## config.mk

```make
export PLATFORM = sky130hd
export DESIGN_NAME = match_monitor
export DESIGN_NICKNAME = d
export VERILOG_FILES = /design/src/rtl/match_mon_pkg.sv /design/src/rtl/match_monitor_run_tracker.sv /design/src/rtl/match_monitor.sv
export SDC_FILE = /design/constraint.sdc
export NUM_CORES = 1
export LEC_CHECK = 0
export ABC_AREA = 0
export ABC_CLOCK_PERIOD_IN_PS = 4070
export BUFFER_PORTS_ARGS = -buffer_cell sky130_fd_sc_hd__buf_2
export CORE_MARGIN = 3
export CORE_UTILIZATION = 55
export CTS_BUF_LIST = sky130_fd_sc_hd__clkbuf_2 sky130_fd_sc_hd__clkbuf_4 sky130_fd_sc_hd__clkbuf_8
export DETAILED_ROUTE_END_ITERATION = 12
export PLACE_DENSITY = 0.78
export SLEW_MARGIN = 20
export SYNTH_ARGS = -nofsm -noshare
export SYNTH_HDL_FRONTEND = slang
export SYNTH_HIERARCHICAL = 1
export SYNTH_SLANG_ARGS = --single-unit
```

## constraint.sdc

```tcl
create_clock -name clk -period 4.07 [get_ports clk]
set_input_delay 0.814 -clock clk [delete_from_list [all_inputs] [get_ports clk]]
set_output_delay 0.814 -clock clk [all_outputs]
set_load 0.02 [all_outputs]
```

## src/rtl/match_mon_pkg.sv

```systemverilog
// match_mon_pkg: shared FSM states, default sizing and the report record layout
package match_mon_pkg;
  localparam int DEF_WINDOW = 256;
  localparam int DEF_CNT_W  = 16;
  typedef enum logic [1:0] {
    IDLE    = 2'd0,
    MEASURE = 2'd1,
    REPORT  = 2'd2
  } state_e;
  typedef struct packed {
    logic [DEF_CNT_W-1:0] match_cnt;
    logic [DEF_CNT_W-1:0] max_run;
    logic                 any_mm;
    logic [DEF_CNT_W-1:0] mm_idx;
    logic [7:0]           mm_e;
    logic [7:0]           mm_f;
  } rpt_t;
endpackage

```

## src/rtl/match_monitor_run_tracker.sv

```systemverilog
// run_tracker: saturating current/longest run of hits
//   clk, rst         clock and synchronous active-high reset
//   clr_i            zero both counters (wins over en_i)
//   en_i, hit_i      sample strobe and hit flag
//   max_o            registered longest run
//   max_nxt_o        longest run including the sample being taken this cycle
module run_tracker import match_mon_pkg::*; #(
  parameter int CNT_W = DEF_CNT_W
) (
  input  logic             clk,
  input  logic             rst,
  input  logic             clr_i,
  input  logic             en_i,
  input  logic             hit_i,
  output logic [CNT_W-1:0] max_o,
  output logic [CNT_W-1:0] max_nxt_o
);
  localparam logic [CNT_W-1:0] ONE = CNT_W'(1);
  logic [CNT_W-1:0] run_q, run_d, max_q, max_d, run_inc;
  always_comb begin
    run_inc = (run_q == '1) ? run_q : run_q + ONE;
    run_d   = clr_i ? '0 : !en_i ? run_q : hit_i ? run_inc : '0;
    max_d   = clr_i ? '0 : (en_i && hit_i && run_inc > max_q) ? run_inc : max_q;
  end
  always_ff @(posedge clk) begin
    if (rst) begin
      run_q <= '0;
      max_q <= '0;
    end else begin
      run_q <= run_d;
      max_q <= max_d;
    end
  end
  assign max_o     = max_q;
  assign max_nxt_o = max_d;
endmodule

```

## src/rtl/match_monitor.sv

```systemverilog
// match_monitor: windowed match statistics and first-mismatch capture for the E/F compare stage
//   clk, rst              clock and synchronous active-high reset
//   start                 begin a window (honoured only when idle)
//   match_in              compare flag, one cycle behind e_in/f_in
//   e_in, f_in            compare stage operands
//   busy                  measuring or holding a report
//   rpt_valid/rpt_ready   summary record handshake
//   rpt_*                 summary of the last completed window
module match_monitor import match_mon_pkg::*; #(
  parameter int WINDOW = DEF_WINDOW,
  parameter int CNT_W  = DEF_CNT_W
) (
  input  logic             clk,
  input  logic             rst,
  input  logic             start,
  input  logic             match_in,
  input  logic [7:0]       e_in,
  input  logic [7:0]       f_in,
  output logic             busy,
  output logic             rpt_valid,
  input  logic             rpt_ready,
  output logic [CNT_W-1:0] rpt_match_cnt,
  output logic [CNT_W-1:0] rpt_max_run,
  output logic             rpt_any_mm,
  output logic [CNT_W-1:0] rpt_mm_idx,
  output logic [7:0]       rpt_mm_e,
  output logic [7:0]       rpt_mm_f
);
  localparam logic [CNT_W-1:0] ONE  = CNT_W'(1);
  localparam logic [CNT_W-1:0] LAST = CNT_W'(WINDOW - 1);
  typedef struct packed {
    logic [CNT_W-1:0] match_cnt;
    logic [CNT_W-1:0] max_run;
    logic             any_mm;
    logic [CNT_W-1:0] mm_idx;
    logic [7:0]       mm_e;
    logic [7:0]       mm_f;
  } report_t;
  state_e           state_q, state_d;
  logic [CNT_W-1:0] idx_q, idx_d, match_q, match_d, mm_idx_q, mm_idx_d;
  logic             any_mm_q, any_mm_d;
  logic [7:0]       e_dly_q, f_dly_q, mm_e_q, mm_e_d, mm_f_q, mm_f_d;
  report_t          rpt_q, rpt_d;
  logic             trk_clr, trk_en;
  logic [CNT_W-1:0] max_run, max_run_nxt;
  run_tracker #(.CNT_W(CNT_W)) u_run (
    .clk       (clk),
    .rst       (rst),
    .clr_i     (trk_clr),
    .en_i      (trk_en),
    .hit_i     (match_in),
    .max_o     (max_run),
    .max_nxt_o (max_run_nxt)
  );
  always_comb begin
    state_d  = state_q;
    idx_d    = idx_q;
    match_d  = match_q;
    any_mm_d = any_mm_q;
    mm_idx_d = mm_idx_q;
    mm_e_d   = mm_e_q;
    mm_f_d   = mm_f_q;
    rpt_d    = rpt_q;
    trk_clr  = 1'b0;
    trk_en   = 1'b0;
    case (state_q)
      IDLE: if (start) begin
        state_d  = MEASURE;
        idx_d    = '0;
        match_d  = '0;
        any_mm_d = 1'b0;
        mm_idx_d = '0;
        mm_e_d   = '0;
        mm_f_d   = '0;
        trk_clr  = 1'b1;
      end
      MEASURE: begin
        trk_en = 1'b1;
        idx_d  = (idx_q == '1) ? idx_q : idx_q + ONE;
        if (match_in)
          match_d = (match_q == '1) ? match_q : match_q + ONE;
        else if (!any_mm_q) begin
          // match_in judges last cycle's operands, so capture the delayed copies
          any_mm_d = 1'b1;
          mm_idx_d = idx_q;
          mm_e_d   = e_dly_q;
          mm_f_d   = f_dly_q;
        end
        if (idx_q == LAST) begin
          // fold the final sample in now so the record is complete when rpt_valid rises
          state_d = REPORT;
          rpt_d   = '{match_cnt: match_d, max_run: max_run_nxt, any_mm: any_mm_d,
                      mm_idx: mm_idx_d, mm_e: mm_e_d, mm_f: mm_f_d};
        end
      end
      REPORT: if (rpt_ready) state_d = IDLE;
      default: state_d = IDLE;
    endcase
  end
  always_ff @(posedge clk) begin
    if (rst) begin
      state_q  <= IDLE;
      idx_q    <= '0;
      match_q  <= '0;
      any_mm_q <= 1'b0;
      mm_idx_q <= '0;
      mm_e_q   <= '0;
      mm_f_q   <= '0;
      e_dly_q  <= '0;
      f_dly_q  <= '0;
      rpt_q    <= '0;
    end else begin
      state_q  <= state_d;
      idx_q    <= idx_d;
      match_q  <= match_d;
      any_mm_q <= any_mm_d;
      mm_idx_q <= mm_idx_d;
      mm_e_q   <= mm_e_d;
      mm_f_q   <= mm_f_d;
      e_dly_q  <= e_in;
      f_dly_q  <= f_in;
      rpt_q    <= rpt_d;
    end
  end
  assign busy          = state_q != IDLE;
  assign rpt_valid     = state_q == REPORT;
  assign rpt_match_cnt = rpt_q.match_cnt;
  assign rpt_max_run   = rpt_q.max_run;
  assign rpt_any_mm    = rpt_q.any_mm;
  assign rpt_mm_idx    = rpt_q.mm_idx;
  assign rpt_mm_e      = rpt_q.mm_e;
  assign rpt_mm_f      = rpt_q.mm_f;
endmodule
```

==> impl_metrics.env, run 1 <==
export IMPL_outcome="completed"
export IMPL_worstMarginPinSlew_ps=1072
export IMPL_critPathArrivalTime_ps=4380
export IMPL_synth_edf_count=0
export IMPL_maxSlewHeadroom_pct=28.28
export IMPL_finalHoldViolCount=0
export IMPL_io_buffers=87
export IMPL_leakagePower_uw=0.003467
export IMPL_drive_above_1_share_pct=16.44
export IMPL_worstHoldPathType="reg -> reg"
export IMPL_crit_fanout=16
export IMPL_nets=1152
export IMPL_fp_dieW_um=134.2
export IMPL_dieArea_um2=18010
export IMPL_cts_tree="built"
export IMPL_num_antenna_cells=0
export IMPL_synth_cells=1073
export IMPL_htreeDepth=4
export IMPL_grt_pass1_vias=7429
export IMPL_synth_area_leader_cell="dfxtp_1"
export IMPL_worst_clock_skew_ps=13.45
export IMPL_gr_usage_all_layers_pct=25.44
export IMPL_critPathRequiredTime_ps=4470
export IMPL_rows=46
export IMPL_synth_main_ff_cell="dfxtp_1"
export IMPL_yosysWarningCount=6
export IMPL_cts_made_buffers=17
export IMPL_fin_setup_tns_ps=0
export IMPL_layout_min_cycle_time_ps=3975
export IMPL_post_dp_hpwl_mm=14.80
export IMPL_yosysMostFrequentCell="dfxtp_1"
export IMPL_cts_sinks=180
export IMPL_clkLatencyLatePin_ps=480
export IMPL_power_total_uw=3331
export IMPL_ir_worst_vdd_v=0.0002397
export IMPL_grt_overflow_total=0
export IMPL_die_y_um=134.2
export IMPL_slew_viol_final=0
export IMPL_wirelength_mm=23.56
export IMPL_ios=88
export IMPL_setup_violations=0
export IMPL_core_um2=16000
export IMPL_synth_fp_nets=1113
export IMPL_cap_viol_max_count=0
export IMPL_drt_initial_drc_count=796
export IMPL_p_per_area_nw_per_um2=333.4
export IMPL_firstDrtPassIters=5
export IMPL_antenna_found_initial=0
export IMPL_start_kind="register"
export IMPL_final_period_utilization_pct=97.67
export IMPL_synth_area_leaders="dfxtp_1, a21oi_1, o21ai_0, nand2_1, mux2i_1"
export IMPL_synth_seq_cells=180
export IMPL_grt_pass1_wl_mm=37.80
export IMPL_initial_core_util_pct=56.51
export IMPL_synthDistinctLibCells=70
export IMPL_synth_top_area_share_pct=39.86
export IMPL_end_kind="register"
export IMPL_cts_root_buf="clkbuf_8"
export IMPL_drcViolationCount=0
export IMPL_synth_seq_area_share_pct=39.86
export IMPL_synth_common_cells="dfxtp_1, nand2_1, a21oi_1, o21ai_0, clkbuf_1"
export IMPL_via_per_inst=6.257
export IMPL_clkSlewWorstSetupHoldPaths_ps=110
export IMPL_ctsLongestPathBuffers=2
export IMPL_syn_area_per_cell_um2=8.426
export IMPL_grt_max_degree=77
export IMPL_netlist_area_um2=9041
export IMPL_area_growth_pct=10.53
export IMPL_ant_nets=0
export IMPL_wl_per_cell_um=17.57
export IMPL_critPathKind="reg -> reg"
export IMPL_fmaxAchievable_mhz=251.6
export IMPL_route_vias_total=8390
export IMPL_globalplace_congestion=0.9205
export IMPL_cts_hold_buffers=0
export IMPL_synthArstFlopShare_pct=0
export IMPL_final_util_pct=62.46
-- power by group --
part | internal [µW] | switching (µW)
combinational | 77.1 | 165
sequential | 1780 | 24.0
clock | 485 | 797
-- worst paths after layout --
kind	end	start	cells after the start	slack, ps
max	rpt_max_run[15]	u_run/run_q[0]	16	90
min	rpt_max_run[3]	rpt_max_run[3]	2	480
max reg2reg	rpt_max_run[15]	u_run/run_q[0]	16	90
min reg2reg	rpt_max_run[3]	rpt_max_run[3]	2	480
-- registers in the layout, summed over array words and instances, names as in the netlist, 2 cells and up --
signal / flops
u_run/run_q: 16
mm_e_q: 8
e_dly_q: 8
rpt_mm_f: 8
u_run/max_o: 16
idx_q: 16
rpt_match_cnt: 16
rpt_mm_idx: 16
rpt_mm_e: 8
state_q: 2
rpt_max_run: 16
mm_f_q: 8
mm_idx_q: 16
f_dly_q: 8
match_q: 16
-- logic make-up after synthesis --
| logic type | after synthesis | synth area share [%] |
|---|---|---|
| buf+inv | 119 | 6.048 |
| flops | 180 | 39.86 |
| compound gates | 345 | 24.70 |
| xor+xnor | 1 | 0.09689 |
| fa+ha+maj | 19 | 2.629 |
| mux | 42 | 4.705 |
| simple gates | 367 | 21.96 |
-- critical path: stages, from the launching register on --
cell	delay, ps
dfxtp_2	360
ha_1	240
nand4_1	190
nor4_4	80
buf_4	170
buf_4	170
o31a_1	280
or2_2	310
ha_1	310
nand2_1	60
or4_1	510
a21o_1	200
a31oi_4	250
buf_12	210
mux2i_1	240
nand3_1	140
a21oi_1	190
-- layout make-up --
class                           instances  area (µm²)
Multi-Input combinational cell        774        4922
Timing Repair Buffer                  111       648.1
Sequential cell                       180        3608
Clock buffer                           17       234.0
Fill cell                            1438        6007
Clock inverter                         15       205.2
Tap cell                              216       270.3
Inverter                               28       105.1
-- placed cells by master (no fill, tap or decap), types with 17 or more instances in the layout --
| cell | n |
|---|---|
| a21oi_1 | 94 |
| a22oi_1 | 38 |
| a311oi_1 | 43 |
| buf_2 | 86 |
| buf_4 | 23 |
| clkbuf_8 | 17 |
| dfxtp_1 | 176 |
| ha_1 | 19 |
| inv_1 | 27 |
| mux2i_1 | 38 |
| nand2_1 | 103 |
| nand2b_1 | 34 |
| nand3_1 | 38 |
| nand4_1 | 20 |
| nor2_1 | 51 |
| nor2b_1 | 20 |
| o21ai_0 | 88 |
-- metal layers --
| layer | GRT usage [%] | vias up | part of all wire (%) |
|---|---|---|---|
| met4 | 8.314 | 0 | 1.8 |
| met1 | 34.62 | 3984 | 44 |
| met2 | 41.20 | 332 | 48 |
| met5 | 0 | - | 0 |
| met3 | 4.464 | 39 | 6.3 |
| li1 | - | 4035 | - |
-- repair_timing --
item | CTS | global route
buffers inserted | 0 | 1
resized for setup | 0 | 6
endpoints found under the setup margin | 1 | 16
pin swaps | 1 | 1
cloned | 0 | 1
-- per-stage QoR --
step | instance area (µm²) | cells | hold WS (ps) | setup slack [ps]
2_1_floorplan | 9041 | 1073 | 448.2 | 224.7
3_3_place_gp | 9505 | 1307 | 460.3 | 192.6
3_5_place_dp | 9505 | 1307 | 464.9 | 47.32
4_1_cts | 9945 | 1339 | 480.1 | 18.82
5_1_grt | 9993 | 1341 | 502.0 | -42.69
6_report | 9993 | 1341 | 479.3 | 94.94
Note: power is estimated with default switching activity, not from simulation.
==> run 2, diff against run 1 <==
--- a/config.mk
+++ b/config.mk
@@ -13,6 +13,7 @@
 export CTS_BUF_LIST = sky130_fd_sc_hd__clkbuf_2 sky130_fd_sc_hd__clkbuf_4 sky130_fd_sc_hd__clkbuf_8
 export DETAILED_ROUTE_END_ITERATION = 12
 export PLACE_DENSITY = 0.78
+export REMOVE_ABC_BUFFERS = 1
 export SLEW_MARGIN = 20
 export SYNTH_ARGS = -nofsm -noshare
 export SYNTH_HDL_FRONTEND = slang
==> run 2 against run 1 <==
Global-route usage down 0.18 points. Cell area up 1.3%. Via count about the same. Critical path depth down 3.
==> impl_metrics.env, run 2 (synthesis results as in run 1) <==
export IMPL_outcome="completed"
export IMPL_ctsLongestPathBuffers=2
export IMPL_rows=46
export IMPL_leakagePower_uw=0.003555
export IMPL_ir_worst_vdd_v=0.0002478
export IMPL_start_kind="register"
export IMPL_setup_violations=0
export IMPL_clkSlewWorstSetupHoldPaths_ps=90
export IMPL_grtUsageMet1_pct=34.47
export IMPL_post_dp_hpwl_mm=14.58
export IMPL_final_util_pct=63.29
export IMPL_gr_usage_all_layers_pct=25.26
export IMPL_drive_above_1_share_pct=17.17
export IMPL_grt_pass1_wl_mm=37.89
export IMPL_antenna_found_initial=0
export IMPL_cts_sinks=180
export IMPL_met3_usage_pct=4.164
export IMPL_layout_min_cycle_time_ps=3823
export IMPL_ant_nets=0
export IMPL_rsz0062_at_grt="no"
export IMPL_die_y_um=134.2
export IMPL_worst_clock_skew_ps=12.83
export IMPL_nets=1164
export IMPL_core_um2=16000
export IMPL_grt_overflow_total=0
export IMPL_num_antenna_cells=0
export IMPL_cts_made_buffers=17
export IMPL_firstDrtPassIters=6
export IMPL_cts_tree="built"
export IMPL_fp_dieW_um=134.2
export IMPL_crit_fanout=8
export IMPL_wl_per_cell_um=17.18
export IMPL_p_per_area_nw_per_um2=344.7
export IMPL_worstHoldPathType="reg -> reg"
export IMPL_drt_initial_drc_count=767
export IMPL_fin_cells=1352
export IMPL_initial_core_util_pct=56.51
export IMPL_final_period_utilization_pct=93.94
export IMPL_grt_max_degree=82
export IMPL_maxSlewHeadroom_pct=29.48
export IMPL_power_total_uw=3491
export IMPL_globalplace_congestion=0.9894
export IMPL_area_growth_pct=12.01
export IMPL_cts_root_buf="clkbuf_8"
export IMPL_htreeDepth=4
export IMPL_worstMarginPinSlew_ps=1054
export IMPL_setup_ws_ps=246.6
export IMPL_ios=88
export IMPL_route_vias_total=8389
export IMPL_cap_viol_max_count=0
export IMPL_placed_cells=1312
export IMPL_top_usage_layer="met2"
export IMPL_grt_pass1_vias=7686
export IMPL_fmaxAchievable_mhz=261.5
export IMPL_clkLatencyLatePin_ps=470
export IMPL_end_kind="register"
export IMPL_drcViolationCount=0
export IMPL_critPathArrivalTime_ps=4210
export IMPL_critPathRequiredTime_ps=4450
export IMPL_slew_viol_final=0
export IMPL_finalHoldViolCount=0
export IMPL_layout_common_cells="dfxtp_1, nand2_1, a21oi_1"
export IMPL_fin_setup_tns_ps=0
export IMPL_critPathKind="reg -> reg"
export IMPL_dieArea_um2=18010
export IMPL_use_met2_pct=40.70
export IMPL_via_per_inst=6.205
export IMPL_mostFrequentLayoutCell="dfxtp_1"
export IMPL_io_buffers=87
export IMPL_pre_cts_slack_ps=39.53
export IMPL_wirelength_mm=23.22
==> run 2: final cells by class <==
class,count,area (µm²)
inverter,28,105.1
sequential,180,3608
tap,216,270.3
fill,1436,5873
clock buffer,19,255.2
timing repair buffer,123,755.7
clock inverter,12,216.5
multi-input combinational,774,4916
==> run 2: path summary, 6_finish.rpt <==
| check | from | end | slack (ps) | cells past startpoint |
|---|---|---|---|---|
| max | u_run/run_q[9] | rpt_max_run[5] | 250 | 13 |
| min | rpt_max_run[6] | rpt_max_run[6] | 470 | 2 |
| max reg2reg | u_run/run_q[9] | rpt_max_run[5] | 250 | 13 |
| min reg2reg | rpt_max_run[6] | rpt_max_run[6] | 470 | 2 |
==> run 2: layer usage <==
| metal | vias to the layer above | share of wire [%] |
|---|---|---|
| met5 | - | 0 |
| met4 | 0 | 1.9 |
| met3 | 37 | 6.3 |
| met2 | 307 | 47 |
| met1 | 3964 | 45 |
| li1 | 4081 | - |
==> run 2: through the flow <==
step	hold WS [ps]	area (µm²)
3_3_place_gp	458.3	9540
2_1_floorplan	448.2	8600
3_5_place_dp	465.1	9540
5_1_grt	497.3	10130
4_1_cts	477.8	10030
6_report	474.6	10130
==> run 2: critical path: stages (launching register included) <==
cell and delay [ps]:
dfxtp_1 470, nand4_1 250, or4_4 510, and4_1 260
or2_2 280, ha_1 270, nand2_1 70, or4_1 540
a21o_1 200, a31oi_4 260, buf_12 180, mux2i_1 180
nand3_1 100, a21oi_1 170
==> run 2: repair_timing <==
action	4_1_cts	5_1_grt
gates resized for setup	0	6
pin swaps	1	2
setup endpoints to repair	1	16
buffers inserted	3	4
cloned	0	2
hold buffers	0	0
==> run 2: power breakdown <==
part           leakage (µW)  total (µW)  switching (µW)  internal [µW]
sequential          0.00146        1810            23.7           1780
combinational       0.00186         245             164           81.2
clock              0.000239        1440             672            767
total               0.00356        3490             860           2630
==> run 3, diff against run 2 <==
--- a/config.mk
+++ b/config.mk
@@ -12,6 +12,7 @@
 export CORE_UTILIZATION = 55
 export CTS_BUF_LIST = sky130_fd_sc_hd__clkbuf_2 sky130_fd_sc_hd__clkbuf_4 sky130_fd_sc_hd__clkbuf_8
 export DETAILED_ROUTE_END_ITERATION = 12
+export GPL_TIMING_DRIVEN = 0
 export PLACE_DENSITY = 0.78
 export REMOVE_ABC_BUFFERS = 1
 export SLEW_MARGIN = 20
==> run 3 against run 2 <==
Global-route usage down 0.80 points. Flip-flop and latch count did not move. Setup slack worse by 130 ps.
==> impl_metrics.env, run 3 (synthesis results as in run 1) <==
export IMPL_outcome="completed"
export IMPL_mostFrequentLayoutCell="dfxtp_1"
export IMPL_end_kind="register"
export IMPL_setup_violations=0
export IMPL_finalHoldViolCount=0
export IMPL_ir_worst_vdd_v=0.0003326
export IMPL_globalplace_congestion=0.8859
export IMPL_fp_dieW_um=134.2
export IMPL_rows=46
export IMPL_grt_pass1_wl_mm=36.81
export IMPL_seqPwrFrac_pct=55.3
export IMPL_final_period_utilization_pct=97.16
export IMPL_layout_min_cycle_time_ps=3955
export IMPL_route_vias_total=8397
export IMPL_htreeDepth=4
export IMPL_clkLatencyLatePin_ps=470
export IMPL_p_per_area_nw_per_um2=319.4
export IMPL_critPathArrivalTime_ps=4360
export IMPL_drive_above_1_share_pct=18.90
export IMPL_internal_power_uw=2411
export IMPL_cts_made_buffers=17
export IMPL_highest_layer="met4"
export IMPL_fin_cells=1348
export IMPL_dieArea_um2=18010
export IMPL_start_kind="register"
export IMPL_worstMarginPinSlew_ps=1086
export IMPL_wl_met1_mm=10.37
export IMPL_swShare_pct=26.31
export IMPL_crit_fanout=7
export IMPL_ios=88
export IMPL_maxSlewHeadroom_pct=27.37
export IMPL_die_y_um=134.2
export IMPL_timing_rr_start="u_run/run_q[9]"
export IMPL_worstHoldPathType="reg -> reg"
export IMPL_dpl_cell_area_um2=9575
export IMPL_critPathKind="reg -> reg"
export IMPL_r2r_end="rpt_max_run[7]"
export IMPL_critPathRequiredTime_ps=4470
export IMPL_area_growth_pct=13.33
export IMPL_ant_nets=0
export IMPL_gr_usage_all_layers_pct=24.46
export IMPL_drt_initial_drc_count=715
export IMPL_antenna_found_initial=0
export IMPL_hold_depth=2
export IMPL_placed_cells=1296
export IMPL_grt_pass1_vias=7477
export IMPL_post_dp_hpwl_mm=13.91
export IMPL_fillers=1382
export IMPL_worst_clock_skew_ps=9.104
export IMPL_hold_start="rpt_match_cnt[12]"
export IMPL_clkSlewWorstSetupHoldPaths_ps=90
export IMPL_clkPwrFrac_pct=36.8
export IMPL_cap_viol_max_count=0
export IMPL_drcViolationCount=0
export IMPL_combPwrFrac_pct=7.9
export IMPL_firstDrtPassIters=6
export IMPL_wirelength_mm=22.74
export IMPL_grt_overflow_total=0
export IMPL_fmaxAchievable_mhz=252.9
export IMPL_cts_root_buf="clkbuf_8"
export IMPL_r2r_cells=14
export IMPL_nets=1159
export IMPL_num_antenna_cells=0
export IMPL_core_um2=16000
export IMPL_power_switching_uw=860.9
export IMPL_wl_met3_mm=1.209
export IMPL_wl_met2_mm=10.80
export IMPL_via_per_inst=6.229
export IMPL_slew_viol_final=0
export IMPL_initial_core_util_pct=56.51
export IMPL_cts_tree="built"
export IMPL_min_to="rpt_match_cnt[12]"
export IMPL_ctsLongestPathBuffers=2
export IMPL_grt_max_degree=79
export IMPL_layout_common_cells="dfxtp_1, nand2_1, a21oi_1"
export IMPL_rrSetupSlack_ps=120
export IMPL_cts_sinks=180
export IMPL_leakagePower_uw=0.003562
export IMPL_wl_per_cell_um=16.87
export IMPL_io_buffers=87
export IMPL_final_area_um2=10250
==> run 3: changes by cell type in the layout (fill, tap and decap cells not counted), sizes merged <==
cell / previous run / this run
buf: 121 / 117
bufinv: 5 / 1
clkinv: 2 / 4
inv: 33 / 35
==> run 3: area by class of cell <==
| class | instances | area, µm² | area share [%] |
|---|---|---|---|
| well taps | 216 | 270.3 | 2.638 |
| clock inverters | 12 | 117.6 | 1.148 |
| flip-flops and latches | 180 | 3633 | 35.46 |
| multi-input cells | 774 | 5025 | 49.04 |
| clock buffers | 20 | 269.0 | 2.625 |
| inverters | 28 | 107.6 | 1.050 |
| repair buffers | 118 | 823.3 | 8.035 |
==> run 3: worst max-delay path by stage <==
stage | start | end | slack [ps] | cells after the start
6_report | u_run/run_q[9] | rpt_max_run[7] | 120 | 14
2_1_floorplan | u_run/run_q[0] | rpt_max_run[0] | -360 | 13
4_1_cts | u_run/run_q[0] | rpt_max_run[3] | 2 | 16
5_1_grt | u_run/run_q[9] | rpt_max_run[7] | -30 | 14
3_5_place_dp | u_run/run_q[0] | rpt_max_run[3] | -670 | 14
3_3_place_gp | match_in | mm_e_q[5] | -1440 | 5
==> run 3: power by group through the flow <==
stage                     logic (µW)  registers, µW  clock network (µW)
after global placement           212           1850                   0
final                            258           1810                1200
after CTS                        245           1810                1240
after global routing             279           1820                1310
after floorplan                  131           1840                   0
after detailed placement         243           1850                   0
==> run 3: timing repair <==
item	in CTS	in global routing
hold buffers	0	0
pin swaps	2	8
setup buffers	5	14
setup endpoints to repair	32	32
resized for setup	3	36
cloned	0	1
==> run 3: per-layer routing <==
metal  global-route usage [%]  vias up
met2                    39.80      289
met5                        0        -
met1                    32.56     4027
met4                    8.710        0
li1                         -     4051
met3                    4.689       30
==> run 3: stage by stage <==
stage / util [%] / power [µW] / setup TNS [ps] / setup slack (ps) / hold WS (ps)
final: 64.04 / 3272 / 0 / 115.5 / 476.6
after global routing: 64.04 / 3403 / -131.0 / -28.59 / 491.0
after CTS: 62.54 / 3291 / 0 / 2.324 / 476.4
after detailed placement: 59.85 / 2095 / -14950 / -673.1 / 463.6
after global placement: 58.16 / 2063 / -78520 / -1436 / 459.2
after floorplan: - / 1974 / -7615 / -355.1 / 448.2
==> run 3: worst max-delay path, cell delays in order, from the launching register on <==
cell and delay (ps):
dfxtp_2 400, nand4_1 120, buf_4 180, or4_4 460
and4_1 260, or2_2 280, ha_1 270, nand2_1 70
or4_4 560, a21o_1 200, a31oi_4 360, clkbuf_16 240
mux2i_2 210, nand3_1 110, a21oi_2 170
